[src/rtl/arbitro_mux4_pkg.sv]
// Shared definitions for the arbitro_mux4 round-robin arbiter: FSM states,
// requester count and the one-hot to index helper.
package arbitro_mux4_pkg;

   localparam int NREQ = 4;

   typedef enum logic {
      ST_IDLE = 1'b0,
      ST_BUSY = 1'b1
   } state_t;

   function automatic logic [1:0] onehot_to_idx(input logic [NREQ-1:0] oh);
      logic [1:0] idx;
      idx = '0;
      for (int i = 0; i < NREQ; i++) begin
         if (oh[i]) idx = idx | 2'(i);
      end
      return idx;
   endfunction

endpackage

[src/rtl/arbitro_mux4_selector_rr.sv]
// Combinational round-robin picker: first set request after 'last' (mod 4),
// optionally skipping the current owner so it cannot re-win its own release.
module selector_rr
   import arbitro_mux4_pkg::*;
(
   input  logic [NREQ-1:0] req,
   input  logic [1:0]      last,
   input  logic [1:0]      mask_idx,
   input  logic            mask_en,
   output logic [1:0]      pick,
   output logic            found
);

   logic [1:0] cand;

   always_comb begin
      pick  = '0;
      found = 1'b0;
      cand  = '0;
      // 2-bit addition wraps naturally, so k=NREQ revisits 'last' itself.
      for (int k = 1; k <= NREQ; k++) begin
         cand = last + 2'(k);
         if (!found && req[cand] && !(mask_en && (cand == mask_idx))) begin
            pick  = cand;
            found = 1'b1;
         end
      end
   end

endmodule

[src/rtl/mux4a1.sv]
// Four-to-one data multiplexer; {s1,s0} = 00..11 selects A..D.
module mux4a1 #(
   parameter int width = 4
) (
   input  logic [width-1:0] A,
   input  logic [width-1:0] B,
   input  logic [width-1:0] C,
   input  logic [width-1:0] D,
   input  logic             s0,
   input  logic             s1,
   output logic [width-1:0] F
);

   always_comb begin
      case ({s1, s0})
         2'b00:   F = A;
         2'b01:   F = B;
         2'b10:   F = C;
         default: F = D;
      endcase
   end

endmodule

[src/rtl/arbitro_mux4.sv]
// Round-robin scheduler sharing one output channel between four sources;
// grant is held while requested, bounded by MAX_HOLD under contention.
module arbitro_mux4
   import arbitro_mux4_pkg::*;
#(
   parameter int width    = 4,
   parameter int MAX_HOLD = 4
) (
   input  logic             clk,
   input  logic             rst,
   input  logic [3:0]       req,
   input  logic [width-1:0] A,
   input  logic [width-1:0] B,
   input  logic [width-1:0] C,
   input  logic [width-1:0] D,
   output logic [3:0]       gnt,
   output logic             s0,
   output logic             s1,
   output logic [width-1:0] F,
   output logic             valid
);

   localparam int             CW       = $clog2(MAX_HOLD + 1);
   localparam logic [CW-1:0]  HOLD_MAX = CW'(MAX_HOLD);

   state_t           state, state_nxt;
   logic [3:0]       gnt_nxt;
   logic [1:0]       sel, sel_nxt;
   logic [1:0]       last, last_nxt;
   logic [CW-1:0]    count, count_nxt;
   logic [width-1:0] mux_out, f_nxt;
   logic             valid_nxt;
   logic [1:0]       idx, pick;
   logic             found, owner_req, take;

   assign s0  = sel[0];
   assign s1  = sel[1];
   assign idx = onehot_to_idx(gnt);

   mux4a1 #(.width(width)) u_mux (
      .A(A), .B(B), .C(C), .D(D),
      .s0(s0), .s1(s1),
      .F(mux_out)
   );

   selector_rr u_sel (
      .req(req),
      .last(last),
      .mask_idx(idx),
      .mask_en(state == ST_BUSY),
      .pick(pick),
      .found(found)
   );

   always_comb begin
      state_nxt = state;
      gnt_nxt   = gnt;
      sel_nxt   = sel;
      last_nxt  = last;
      count_nxt = count;
      f_nxt     = F;
      valid_nxt = 1'b0;
      take      = 1'b0;
      owner_req = req[idx];
      case (state)
         ST_IDLE: begin
            if (found) take = 1'b1;
         end
         ST_BUSY: begin
            if (owner_req) begin
               f_nxt     = mux_out;
               valid_nxt = 1'b1;
            end
            // Owner still transfers on a preempting edge; the handover follows.
            if (!owner_req) begin
               if (found) begin
                  take = 1'b1;
               end else begin
                  gnt_nxt   = '0;
                  state_nxt = ST_IDLE;
               end
            end else if ((count == HOLD_MAX) && found) begin
               take = 1'b1;
            end else if (count != HOLD_MAX) begin
               count_nxt = count + 1'b1;
            end
         end
         default: state_nxt = ST_IDLE;
      endcase
      if (take) begin
         gnt_nxt   = 4'b0001 << pick;
         sel_nxt   = pick;
         last_nxt  = pick;
         count_nxt = CW'(1);
         state_nxt = ST_BUSY;
      end
   end

   always_ff @(posedge clk or posedge rst) begin
      if (rst) begin
         state <= ST_IDLE;
         gnt   <= '0;
         sel   <= '0;
         last  <= 2'd3;
         count <= '0;
         F     <= '0;
         valid <= 1'b0;
      end else begin
         state <= state_nxt;
         gnt   <= gnt_nxt;
         sel   <= sel_nxt;
         last  <= last_nxt;
         count <= count_nxt;
         F     <= f_nxt;
         valid <= valid_nxt;
      end
   end

endmodule
[config.mk]
export PLATFORM = sky130hd
export DESIGN_NAME = arbitro_mux4
export DESIGN_NICKNAME = d
export VERILOG_FILES = /design/src/rtl/arbitro_mux4_pkg.sv /design/src/rtl/arbitro_mux4_selector_rr.sv /design/src/rtl/mux4a1.sv /design/src/rtl/arbitro_mux4.sv
export SDC_FILE = /design/constraint.sdc
export NUM_CORES = 1
export LEC_CHECK = 0
export ABC_AREA = 1
export BUFFER_PORTS_ARGS = -buffer_cell sky130_fd_sc_hd__buf_2
export CORE_MARGIN = 3
export CORE_UTILIZATION = 25
export CTS_CLUSTER_DIAMETER = 60
export DETAILED_ROUTE_END_ITERATION = 7
export PLACE_DENSITY = 0.47
export SLEW_MARGIN = 5
export SYNTH_ARGS = -nofsm -noshare
export SYNTH_HDL_FRONTEND = slang
export SYNTH_SLANG_ARGS = --single-unit
export TNS_END_PERCENT = 5
[constraint.sdc]
create_clock -name clk -period 1.72 [get_ports clk]
set_input_delay 0.258 -clock clk [delete_from_list [all_inputs] [get_ports clk]]
set_output_delay 0.258 -clock clk [all_outputs]
set_load 0.005 [all_outputs]
Word-level counts from Yosys, hierarchy flattened
Cells that the tools add are included.
{"block": "word_totals", "register_bits": 17, "out_inout_bits": 11, "word_cells": 95}
{"block": "classes", "add_sub_neg": 4, "order_cmp": 5, "eq_ne": 11, "n_shift": 1, "n_mux": 40, "n_bitwise": 1, "reduce_logical": 26}
{"op": "1-bit 2-to-1 mux", "count": 18}
{"op": "4-bit 2-to-1 mux", "count": 4}
{"op": "2-bit by 3-bit < comparator with 1-bit output (second input constant)", "count": 5}
{"op": "3-bit 2-to-1 mux", "count": 5}
{"op": "1-bit logical AND", "count": 12}
{"op": "2-bit 2-to-1 mux", "count": 6}
{"op": "4-bit case mux with 3 select lines", "count": 1}
{"op": "1-bit binary-select mux with 2-bit select", "count": 5}
{"op": "2-bit equality test", "count": 4}
{"op": "1-bit zero test", "count": 7}
{"op": "2-bit nonzero test", "count": 3}
{"op": "2-bit adder (second input constant)", "count": 2}
{"op": "2-bit by 1-bit inequality test with 1-bit output (second input constant)", "count": 2}
{"op": "4-bit AND reduction", "count": 1}
{"op": "1-bit by 2-bit left shift with 4-bit output (first input constant)", "count": 1}
{"op": "3-bit by 1-bit adder with 3-bit output (second input constant)", "count": 1}
{"op": "3-bit equality test (second input constant)", "count": 1}
{"op": "3-bit inequality test (second input constant)", "count": 1}
{"op": "3-bit AND reduction", "count": 1}
{"op": "2-bit by 1-bit adder with 2-bit output (second input constant)", "count": 1}
{"op": "2-bit by 1-bit equality test with 1-bit output (second input constant)", "count": 1}
{"op": "2-bit equality test (second input constant)", "count": 1}
{"op": "2-bit zero test", "count": 1}
{"op": "2-bit inequality test (second input constant)", "count": 1}
{"op": "other kinds (3)", "count": 3}

Longest topological paths before layout
{"block": "logic_depth", "ltp_word": 26, "mapped_depth": 15}

Hierarchy
A second synthesis with hierarchy kept.
{"block": "unflattened", "cells_unflattened": 194, "hier_area_um2": 1375.1}
{"module": "arbitro_mux4", "n_inst": 1, "cells_per_inst": 89, "area_each_um2": 800.8, "seq_area_each_um2": 427.9}
{"module": "selector_rr", "n_inst": 1, "cells_per_inst": 80, "area_each_um2": 432.9, "seq_area_each_um2": 0.0}
{"module": "mux4a1", "n_inst": 1, "cells_per_inst": 25, "area_each_um2": 141.4, "seq_area_each_um2": 0.0}

Worst setup path before layout
OpenSTA, ideal clock, no wires.
{"block": "synth_path", "path_type": "register to register", "from": "register last[1]", "to": "register sel[1]", "arrival_time_ns": 1.589, "t_required_ns": 1.600, "path_slack_ns": 0.011, "stages_incl_launch_ff": 14, "cell_sequence": "dfstp_2 > buf_6 > inv_6 > nand2_4 > nand2_4 > nand2_1 > o21ai_4 > nand2_4 > and2_4 > nand3b_4 > nand2_8 > inv_4 > nand2_2 > o21ai_2"}
{"block": "synth_between", "elab_chain_len": 22}
{"item": "start: declaration", "line": "arbitro_mux4.sv:29", "source": "logic [1:0] last, last_nxt;"}
{"item": "start signal: assignment", "line": "arbitro_mux4.sv:112", "source": "last <= last_nxt;"}
{"item": "2-bit by 1-bit adder with 2-bit output", "line": "arbitro_mux4_selector_rr.sv:22", "source": "cand = last + 2'(k);"}
{"item": "2-bit equality test", "line": "arbitro_mux4_selector_rr.sv:23", "source": "if (!found && req[cand] && !(mask_en && (cand == mask_idx))) begin"}
{"item": "1-bit logical AND", "line": "arbitro_mux4_selector_rr.sv:23"}
{"item": "1-bit zero test", "line": "arbitro_mux4_selector_rr.sv:23"}
{"item": "1-bit logical AND", "line": "arbitro_mux4_selector_rr.sv:23"}
{"item": "1-bit 2-to-1 mux", "line": "arbitro_mux4_selector_rr.sv:23"}
{"item": "1-bit zero test", "line": "arbitro_mux4_selector_rr.sv:23"}
{"item": "1-bit logical AND (2 in series)", "line": "arbitro_mux4_selector_rr.sv:23"}
{"item": "(+4 left out)"}
{"item": "1-bit 2-to-1 mux", "line": "arbitro_mux4_selector_rr.sv:23"}
{"item": "1-bit zero test", "line": "arbitro_mux4_selector_rr.sv:23"}
{"item": "1-bit logical AND (2 in series)", "line": "arbitro_mux4_selector_rr.sv:23"}
{"item": "1-bit 2-to-1 mux", "line": "arbitro_mux4_selector_rr.sv:23"}
{"item": "1-bit logical AND", "line": "arbitro_mux4.sv:82", "source": "end else if ((count == HOLD_MAX) && found) begin"}
{"item": "1-bit 2-to-1 mux", "line": "arbitro_mux4.sv:82"}
{"item": "1-bit 2-to-1 mux", "line": "arbitro_mux4.sv:75", "source": "if (!owner_req) begin"}
{"item": "1-bit case mux with 2 select lines", "line": "arbitro_mux4.sv:65", "source": "case (state)"}
{"item": "end signal: assignment", "line": "arbitro_mux4.sv:111", "source": "sel <= sel_nxt;"}
{"item": "end: declaration", "line": "arbitro_mux4.sv:28", "source": "logic [1:0] sel, sel_nxt;"}
Several ways; a longest one is shown, not always the timed one. The select of a mux whose other input is x is not followed.
A chain may end at the register's enable or synchronous reset.

Worst setup path after layout
{"block": "layout_path", "from": "register last[1]", "to": "register sel[0]"}
Same word-level chain as after synthesis.

==> results.yml <==
timing:
  worst_pin_slew_ns: 0.6678
  finalCriticalPeriod_ns: 1.852
  finalCritPeriodShare: 1.077
  rsz0062_at_grt: "yes"
  max_freq_mhz: 539.9
  final.setup.tns_ns: -1.047
  finalClockSkew_ns: 0.003738
  slew_headroom: 0.5543
  setup-violations-final: 12
  finalMaxSlewViolations: 0
  hold_violations: 0
  final.setup.worst_slack_ns: -0.1324
cells_and_area:
  register_area_um2: 427.9
  final_nets: 275
  n_fill_cell: 570
  area_growth_pct: 39.94
  n_antenna_cell: 0
  drive_gt1_frac: 0.4480
  multiInputGateArea_um2: 874.6
yosys:
  seq_area_frac_synth: 0.3155
  yosys.area.top_type: "dfrtp_1"
  synthTopCellsByArea: "dfrtp_1, nand2_1, nand3_1"
  netlist_instances: 192
  yosysTopAreaCellShare: 0.2768
  synth_common_cells: "nand2_1, nand3_1, dfrtp_1"
  ys.warnings.count: 0
  ys_ff_latch: 17
  syn_area_per_cell_um2: 7.064
  synth_area_um2: 1356
  synth_edf_count: 0
  synth.most_common_cell: "nand2_1"
  syn_nets: 216
  ys.flop_type: "dfrtp_1"
  ys_async_sr_fraction: 1.000
  synth_cell_type_count: 30
clocking:
  cts_root_buf: "clkbuf_8"
  clock_latency_ns: 0.25
  ctsHoldBuffers: 0
  clock-sinks: 17
  path_clk_slew_ns: 0.07
  clk_path_buf_depth: 2
  cts_made_buffers: 3
  htree_levels: 1
  cts_tree: "built"
setup_path:
  r2r_start: "last[1]"
  cp_max_fo: 8
  crit_path_start: "last[1]"
  cp-start-kind: "flip-flop"
  worst_ep_arrival_time_ns: 1.99
  required_ns: 1.86
  r2r_end: "sel[0]"
  cp-end-kind: "flip-flop"
  crit_type: "reg -> reg"
  reg2regPathDepth: 13
  reg2reg_slack_ns: -0.13
drt:
  vias: 1408
  drc_errors: 0
  ant_nets: 0
  firstDrtPassIters: 4
  wl_per_cell_um: 10.82
  drt-initial-drc-count: 83
  totalWireLength_um: 3462
  drt-vias-per-instance: 4.400
grt:
  grt-ovfl-total: 0
  grt_antenna_before_repair: 0
  grt_max_degree: 18
  grt_usage: 0.1129
  grt_pass1_vias: 1300
  grt_pass1_wl_um: 5713
placement:
  gp_congestion: 0.7700
  port_buffers: 32
  dp_hpwl_um: 2888
pwr:
  p_leak_uw: 0.001027
  p_per_area_nw_per_um2: 2390
  ir_drop_mv: 0.6166
  total_power_uw: 4536
die:
  dieWidth_um: 79.66
  die_area_um2: 6345
  rows: 26
  ios: 33
  fp.dieH_um: 79.66
  core_um2: 5172
  start_util: 0.2622
run_status:
  violations: "setup timing"
  status: "finished, violations left"
job:
  drv_cap: 0
worst_hold_path:
  hp-class: "in -> async"
-- kinds of logic (layout without fill, tap and decap cells) --
family,count (synthesis),in the layout,share of synthesized area
fa+ha+maj,2,2,0.01845
compound gates,16,16,0.08672
flops,17,17,0.3155
xor+xnor,1,1,0.006459
simple gates,132,132,0.4899
buf+inv,24,82,0.08303
-- cells in the final DEF (no fill, tap or decap), types with 6 or more instances in the layout --
cell type,count
dfrtp_1,15
inv_1,14
nand2_2,14
nand2_1,64
buf_2,32
nand3_1,23
buf_4,22
nor2_1,6
-- registers in the layout, summed over array words and instances, names as in the netlist --
name,count
gnt,4
valid,1
F,4
last,2
count,3
state,1
sel,2
-- timing repair --
item / 4_1_cts / 5_1_grt
setup endpoints to repair: 11 / 12
gates resized for setup: 0 / 23
pin swaps: 0 / 14
hold endpoints to repair: 0 / 0
setup buffers: 0 / 5
-- where the power goes --
| part | leakage [µW] | internal [µW] | switching, µW | total, µW |
|---|---|---|---|---|
| combinational | 0.000798 | 1470 | 1990 | 3450 |
| sequential | 0.000208 | 606 | 180 | 786 |
| clock | 0.0000217 | 163 | 134 | 297 |
| total | 0.00103 | 2240 | 2300 | 4540 |
-- stage by stage --
step	area, µm²	setup slack, ns	utilization	hold WS, ns	instances
CTS	1789	-0.1149	0.3459	0.1062	315
global placement	1740	-0.1138	0.3365	0.3895	311
finish	1898	-0.1324	0.3670	0.09313	320
global route	1898	-0.2234	0.3670	0.1373	320
floorplan	1356	0.01103	-	0.1826	192
detailed placement	1740	-0.1026	0.3365	0.3816	311
-- layer usage --
layer / vias up / global-route usage / part of all wire
met1: 636 / 0.1498 / 0.47
met2: 35 / 0.1920 / 0.47
met3: 2 / 0.01354 / 0.049
li1: 735 / - / -
met4: 0 / 0.03093 / 0.0049
met5: - / 0 / 0
-- how the worst max path moves through the flow --
stage          endpoint  slack, ns
2_1_floorplan    sel[1]       0.01
5_1_grt          gnt[0]      -0.22
3_5_place_dp     gnt[0]      -0.10
6_report         sel[0]      -0.13
4_1_cts          gnt[0]      -0.11
3_3_place_gp     gnt[0]      -0.11
-- area by class of cell --
type,instances,share of cell area
multi-input cells,151,0.4608
flip-flops and latches,17,0.2254
repair buffers,57,0.1938
inverters,21,0.04812
well taps,70,0.04614
clock buffers,3,0.02175
clock inverters,1,0.003955
-- critical path, cell delays in order (launching register included) --
cell	delay (ns)
dfstp_2	0.63
clkinv_4	0.11
nand2_4	0.07
nand2_4	0.08
nand2_2	0.08
nand2_2	0.05
nand2_2	0.08
nand2_4	0.07
and2_4	0.18
nand3b_4	0.10
nand2_8	0.09
buf_6	0.13
nand2_2	0.04
nand2_1	0.05
Note: power is estimated with default switching activity, not from simulation.
